## config.mk

```make
export PLATFORM = sky130hd
export DESIGN_NAME = program_counter_flat
export DESIGN_NICKNAME = d
export VERILOG_FILES = /design/src/rtl/program_counter_if.sv /design/src/rtl/program_counter.sv /design/src/flat_wrapper.sv
export SDC_FILE = /design/constraint.sdc
export NUM_CORES = 1
export LEC_CHECK = 0
export CAP_MARGIN = 5
export CORE_MARGIN = 4
export CORE_UTILIZATION = 48
export CTS_BUF_LIST = sky130_fd_sc_hd__clkbuf_8
export CTS_CLUSTER_DIAMETER = 150
export CTS_CLUSTER_SIZE = 30
export DETAILED_ROUTE_END_ITERATION = 6
export PLACE_DENSITY = 0.87
export SKIP_LAST_GASP = 1
export SYNTH_ARGS = -nofsm -noshare
export SYNTH_HDL_FRONTEND = slang
export SYNTH_SLANG_ARGS = --single-unit
```

## constraint.sdc

```tcl
create_clock -name clk -period 4.3 [get_ports clk]
set_input_delay 0.43 -clock clk [delete_from_list [all_inputs] [get_ports clk]]
set_output_delay 0.43 -clock clk [all_outputs]
set_load 0.05 [all_outputs]
```

## src/rtl/program_counter_if.sv

```systemverilog
// Bus bundle for program_counter: data-in, strobes, output enables and gated PC outputs.
interface program_counter_if;
  localparam int unsigned PC_W = 12;

  logic [PC_W-1:0] in;
  logic            ld;
  logic            inc;
  logic            skip;
  logic            oe1;
  logic            oe2;
  logic [PC_W-1:0] out1;
  logic [PC_W-1:0] out2;
  logic            skipPending;

  modport master (
    output in,
    output ld,
    output inc,
    output skip,
    output oe1,
    output oe2,
    input  out1,
    input  out2,
    input  skipPending
  );

  modport slave (
    input  in,
    input  ld,
    input  inc,
    input  skip,
    input  oe1,
    input  oe2,
    output out1,
    output out2,
    output skipPending
  );
endinterface

```

## src/rtl/program_counter.sv

```systemverilog
// 12-bit program counter with edge-detected load/increment/skip strobes and wired-OR outputs.
// Optional macro PC_AUTOSTART_EN selects reset value 12'o0200 instead of 12'o0000.
module program_counter (
  input  logic             clk,
  input  logic             reset,
  program_counter_if.slave bus
);
  localparam int unsigned PC_W = 12;

`ifdef PC_AUTOSTART_EN
  localparam logic [PC_W-1:0] PC_RST = 12'o0200;
`else
  localparam logic [PC_W-1:0] PC_RST = 12'o0000;
`endif

  logic [PC_W-1:0] pc_q, pc_d;
  logic            skip_q, skip_d;
  logic            ld_prev_q, inc_prev_q, skip_prev_q;

  logic            ld_edge, inc_edge, skip_edge;
  logic            eff_skip;

  // Rising-edge detection against the previous clock's sample
  assign ld_edge   = bus.ld   & ~ld_prev_q;
  assign inc_edge  = bus.inc  & ~inc_prev_q;
  assign skip_edge = bus.skip & ~skip_prev_q;
  assign eff_skip  = skip_q | skip_edge;

  // Next-state: ld beats inc beats skip; a skip edge arriving with inc folds into this increment
  always_comb begin
    pc_d   = pc_q;
    skip_d = skip_q;
    if (ld_edge) begin
      pc_d   = bus.in;
      skip_d = 1'b0;
    end else if (inc_edge) begin
      pc_d   = eff_skip ? PC_W'(pc_q + PC_W'(2)) : PC_W'(pc_q + PC_W'(1));
      skip_d = 1'b0;
    end else if (skip_edge) begin
      skip_d = 1'b1;
    end
  end

  always_ff @(posedge clk or negedge reset) begin
    if (!reset) begin
      pc_q        <= PC_RST;
      skip_q      <= 1'b0;
      ld_prev_q   <= 1'b0;
      inc_prev_q  <= 1'b0;
      skip_prev_q <= 1'b0;
    end else begin
      pc_q        <= pc_d;
      skip_q      <= skip_d;
      ld_prev_q   <= bus.ld;
      inc_prev_q  <= bus.inc;
      skip_prev_q <= bus.skip;
    end
  end

  // Wired-OR bus drivers: disabled outputs contribute zero
  always_comb begin
    bus.out1 = bus.oe1 ? pc_q : '0;
    bus.out2 = bus.oe2 ? pc_q : '0;
  end

  assign bus.skipPending = skip_q;

endmodule

```

## src/flat_wrapper.sv

```systemverilog
// flat-port wrapper written by rule: the top's interface ports become plain ports
module program_counter_flat 
  (clk, reset, bus_in, bus_ld, bus_inc, bus_skip, bus_oe1, bus_oe2, bus_out1, bus_out2, bus_skipPending);
  program_counter_if bus_i ();
  input  logic clk;
  input  logic reset;
  input wire logic [$bits(bus_i.in)-1:0] bus_in;
  input wire logic [$bits(bus_i.ld)-1:0] bus_ld;
  input wire logic [$bits(bus_i.inc)-1:0] bus_inc;
  input wire logic [$bits(bus_i.skip)-1:0] bus_skip;
  input wire logic [$bits(bus_i.oe1)-1:0] bus_oe1;
  input wire logic [$bits(bus_i.oe2)-1:0] bus_oe2;
  output wire logic [$bits(bus_i.out1)-1:0] bus_out1;
  output wire logic [$bits(bus_i.out2)-1:0] bus_out2;
  output wire logic [$bits(bus_i.skipPending)-1:0] bus_skipPending;
  assign bus_i.in = bus_in;
  assign bus_i.ld = bus_ld;
  assign bus_i.inc = bus_inc;
  assign bus_i.skip = bus_skip;
  assign bus_i.oe1 = bus_oe1;
  assign bus_i.oe2 = bus_oe2;
  assign bus_out1 = bus_i.out1;
  assign bus_out2 = bus_i.out2;
  assign bus_skipPending = bus_i.skipPending;
  program_counter u_core (.clk(clk), .reset(reset), .bus(bus_i));
endmodule
```

Word-level counts from Yosys, hierarchy flattened --
Cells that the tools add are included.
Cells by class: add/sub/neg operators 2, muxes and demuxes 8, bitwise gates (word level) 7, reductions and logical operators 2
Operator list (number):
- 12-bit 2-to-1 mux | 5
- 12-bit by 1-bit adder with 12-bit output (second input constant) | 1
- 12-bit by 2-bit adder with 12-bit output (second input constant) | 1
- 1-bit AND | 3
- 1-bit 2-to-1 mux | 3
- 1-bit inverter | 3
- 3-bit nonzero test | 1
- 2-bit nonzero test | 1
- 1-bit OR | 1
Word-level totals: flip-flop bits (word level) 16, input port bits 19

Depth between registers and ports, before layout --
depth in word-level cells 6, gate-level depth with buffers 6

Least setup slack after synthesis --
No wires, ideal clock.
kind reg-to-reg, from register u_core.skip_q (netlist: u_core.bus.skipPending), to register u_core.pc_q[4], setup time 69 ps, arrival time 1801 ps, required time 4231 ps, setup slack 2431 ps, cell stages (with the launch flop) 5, path buffers 1, period minus slack after synthesis 1869 ps, cell sequence dfrtp_1 -> or4_4 -> buf_6 -> a2111o_1 -> nand3_1
On the way: cells in the longest elaborated chain, start to end 4
RTL lines:
- start: declaration | line program_counter.sv:17 | logic skip_q, skip_d;
- start signal: assignment | line program_counter.sv:53 | skip_q <= skip_d;
- 1-bit OR | line program_counter.sv:27 | assign eff_skip = skip_q | skip_edge;
- 12-bit 2-to-1 mux | line program_counter.sv:37 | pc_d = eff_skip ? PC_W'(pc_q + PC_W'(2)) : PC_W'(pc_q + PC_W'(1));
- 12-bit 2-to-1 mux | line program_counter.sv:36 | end else if (inc_edge) begin
- 12-bit 2-to-1 mux | line program_counter.sv:33 | if (ld_edge) begin
- end signal: assignment | line program_counter.sv:52 | pc_q <= pc_d;
- end: declaration | line program_counter.sv:16 | logic [PC_W-1:0] pc_q, pc_d;
No other way between the ends. The select of a mux whose other input is x is not followed. A chain may end at the register's enable or synchronous reset.

Final worst setup path --
from input port bus_oe1, to output port bus_out1[4]
On the way: cells in the longest elaborated chain, start to end 1
RTL lines:
- start: declaration | line flat_wrapper.sv:11 | input wire logic [$bits(bus_i.oe1)-1:0] bus_oe1;
- 12-bit 2-to-1 mux | line program_counter.sv:62 | bus.out1 = bus.oe1 ? pc_q : '0;
- end: declaration | line flat_wrapper.sv:13 | output wire logic [$bits(bus_i.out1)-1:0] bus_out1;
No other way between the ends.

==> results.cfg <==
[cells_and_area]
fillCellCount = 186
n_antenna_cell = 0
syn_to_final_growth_pct = 43.5
final_cell_mix = 43 x clkdlybuf4s50_1, 24 x and2_1, 16 x dfrtp_1, 9 x nand2_1, 9 x nor2_1
drive_gt1_share_pct = 5.26
layout_commonest_cell = clkdlybuf4s50_1
final_nets = 194

[global_route]
grt_pass1_vias = 1077
gr-usage-all-layers_pct = 19.1
grt_first_pass_wirelength_um = 4800
grt_max_degree = 22
antenna_found_initial = 0
grt.overflow.total = 0

[logic_synthesis]
synth-seq-area-share_pct = 36.0
ys_seq_elements = 16
syn-instance-count = 130
yosys-top-cells-area = dfrtp_1 36%, and2_1 13%, nand4_1 3.4%
yosysTopAreaCellShare_pct = 36.0
syn_area_mm2 = 0.00111
synthFlopType = dfrtp_1
synth_cell_types = 34
avgSynthCellArea_um2 = 8.57
ys_warn_count = 0
async_reset_ff_share_pct = 100
yosys.area.top_type = dfrtp_1
synth_edf_count = 0
synth.net_count = 151

[sta]
slew_violations = 0
max_freq_ghz = 0.390
setup_viol_count_final = 0
rsz0062_at_grt = false
worstMarginPinSlew_ns = 0.745
timing.setup.tns_ns = 0
final.setup_skew_ns = 0.00426
hold_violations = 0
min_period_ns = 2.56
slew_headroom_pct = 50.2
period_share_pct = 59.6

[clock_tree]
clk_pin_slew_ns = 0.07
clk_latency_ns = 0.25
cts_max_path_buffers = 2
cts_htree_levels = 1
hold_buffers = 0
cts_tree = built
cts_setup_buffers = 0
cts_inserted_buffers = 3
cts_resized = 0
cts-root-buf = clkbuf_8
clock_sinks = 16

[setup_path]
worstPathCellList = clkdlybuf4s50_1 > and2_1 > clkdlybuf4s50_1
critPathRequiredTime_ns = 3.87
crit_arrival_ns = 2.13
path_class = in2out
crit_path_max_fanout = 12
worst_setup_path_start_kind = input pin
critPathCaptureType = output pin
cp_common_cell = clkdlybuf4s50_1
slowest_stage = clkdlybuf4s50_1
critical-path-max-stage-delay_ns = 0.82

[pwr]
p_leak_nw = 0.634
p_int_mw = 0.351
clkPwrFrac_pct = 18.6
p_sw_mw = 0.266
total_power_mw = 0.617
peakVddDrop_mv = 0.236
switching_share_pct = 43.1
powerDensity_mw_per_mm2 = 386
pwr-share-seq_pct = 34.3
pwr-share-comb_pct = 47.2

[place]
dp_hpwl_um = 2260
portBuffers = 43
gp_congestion = 0.859

[detailed_routing]
drt_pass1_iterations = 5
drc_errors = 0
vias_per_cell = 5.64
drt_wl_total_um = 2950
avgRoutedWirePerCell_um = 14.8
drt_iter0_drc = 39
ant_nets = 0
via_count = 1123

[floorplanning]
num_rows = 17
dieArea_mm2 = 0.00315
die_y_um = 56.2
die_x_um = 56.2
coreArea_mm2 = 0.00221
start_util_pct = 50.3
io_pins = 44

[hold_path]
worstHoldPathType = in2async

[flow_run]
maxCapViolCount = 0

[run_status]
outcome = finished, final reports clean
[logic make-up (layout without fill, tap and decap cells)]
group           after synthesis  after routing  synth area share [%]
xor+xnor                      4              4                  3.15
simple gates                 70             70                  36.3
compound gates               27             27                  17.4
flops                        16             16                  36.0
buf+inv                      10             51                  4.04
mux                           1              1                 0.899
fa+ha+maj                     2              2                  2.25
[sequential cells by signal, summed over array words and instances, names as in the netlist]
signal,count
u_core.bus.skipPending,1
u_core.pc_q,12
u_core.ld_prev_q,1
u_core.skip_prev_q,1
u_core.inc_prev_q,1
[layer usage]
layer | global-route usage, % | up-vias | share of wire (%) | routed length, um
li1 | - | 548 | - | -
met1 | 21.9 | 534 | 41 | 1220
met2 | 35.2 | 35 | 52 | 1540
met3 | 2.55 | 6 | 5.4 | 158
met4 | 7.46 | 0 | 1.2 | 35
met5 | 0 | - | 0 | 0
[power groups by stage]
| stage | Sequential (mW) | Combinational, mW | Clock [mW] |
|---|---|---|---|
| floorplan | 0.205 | 0.195 | 0 |
| global placement | 0.211 | 0.284 | 0 |
| detailed placement | 0.213 | 0.292 | 0 |
| CTS | 0.210 | 0.293 | 0.117 |
| global route | 0.217 | 0.308 | 0.124 |
| finish | 0.211 | 0.291 | 0.115 |
[final cells by class]
| type | instances | area, um^2 | area share [%] |
|---|---|---|---|
| multi-input cells | 104 | 668 | 41.8 |
| inverters | 4 | 15.0 | 0.940 |
| clock buffers | 3 | 41.3 | 2.58 |
| repair buffers | 44 | 438 | 27.4 |
| flip-flops and latches | 16 | 400 | 25.1 |
| well taps | 28 | 35.0 | 2.19 |
[metrics by stage]
| stage | cells | utilization, % | instance area [um^2] | setup WS [ns] | hold slack (ns) |
|---|---|---|---|---|---|
| after floorplan | 130 | - | 1110 | 2.43 | 0.134 |
| after global placement | 196 | 70.4 | 1560 | 1.80 | 0.597 |
| after detailed placement | 196 | 70.4 | 1560 | 1.72 | 0.609 |
| after CTS | 199 | 72.2 | 1600 | 1.72 | 0.619 |
| after global routing | 199 | 72.2 | 1600 | 1.71 | 0.666 |
| final | 199 | 72.2 | 1600 | 1.74 | 0.618 |
[synthesized netlist by cell type, types with 2 or more instances]
| cell type | number |
|---|---|
| a2111o_1 | 2 |
| a211oi_1 | 4 |
| a21oi_1 | 6 |
| a31oi_1 | 3 |
| and2_1 | 24 |
| and3_1 | 3 |
| clkbuf_1 | 5 |
| dfrtp_1 | 16 |
| ha_1 | 2 |
| inv_1 | 4 |
| nand2_1 | 9 |
| nand2b_1 | 2 |
| nand3_1 | 6 |
| nand4_1 | 6 |
| nor2_1 | 9 |
| nor2b_1 | 2 |
| nor3_1 | 3 |
| o211a_1 | 2 |
| o21ai_0 | 4 |
| xnor2_1 | 4 |
[worst paths after layout]
check                           slack [ns]                     endpoint  depth (start not counted)                         from
worst max-delay path                  1.74                  bus_out1[4]                          3                      bus_oe1
worst min-delay path                  0.62   u_core.pc_q[6]$_DFFE_PN0P_                          1                        reset
worst max register to register        2.47   u_core.pc_q[4]$_DFFE_PN0P_                          5   u_core.pc_q[1]$_DFFE_PN0P_
worst min register to register        0.62  u_core.pc_q[11]$_DFFE_PN0P_                          3  u_core.pc_q[11]$_DFFE_PN0P_
max in group asynchronous             3.21   u_core.pc_q[3]$_DFFE_PN0P_                          1                        reset
min in group clk                      0.62  u_core.pc_q[11]$_DFFE_PN0P_                          3  u_core.pc_q[11]$_DFFE_PN0P_
[worst max-delay path, delay by kind of cell]
kind	cells	cell delay [ns]
buffers and inverters	2	1.50
AND/OR/NAND/NOR	1	0.20
No activity file was read; power rests on OpenSTA's default activity.
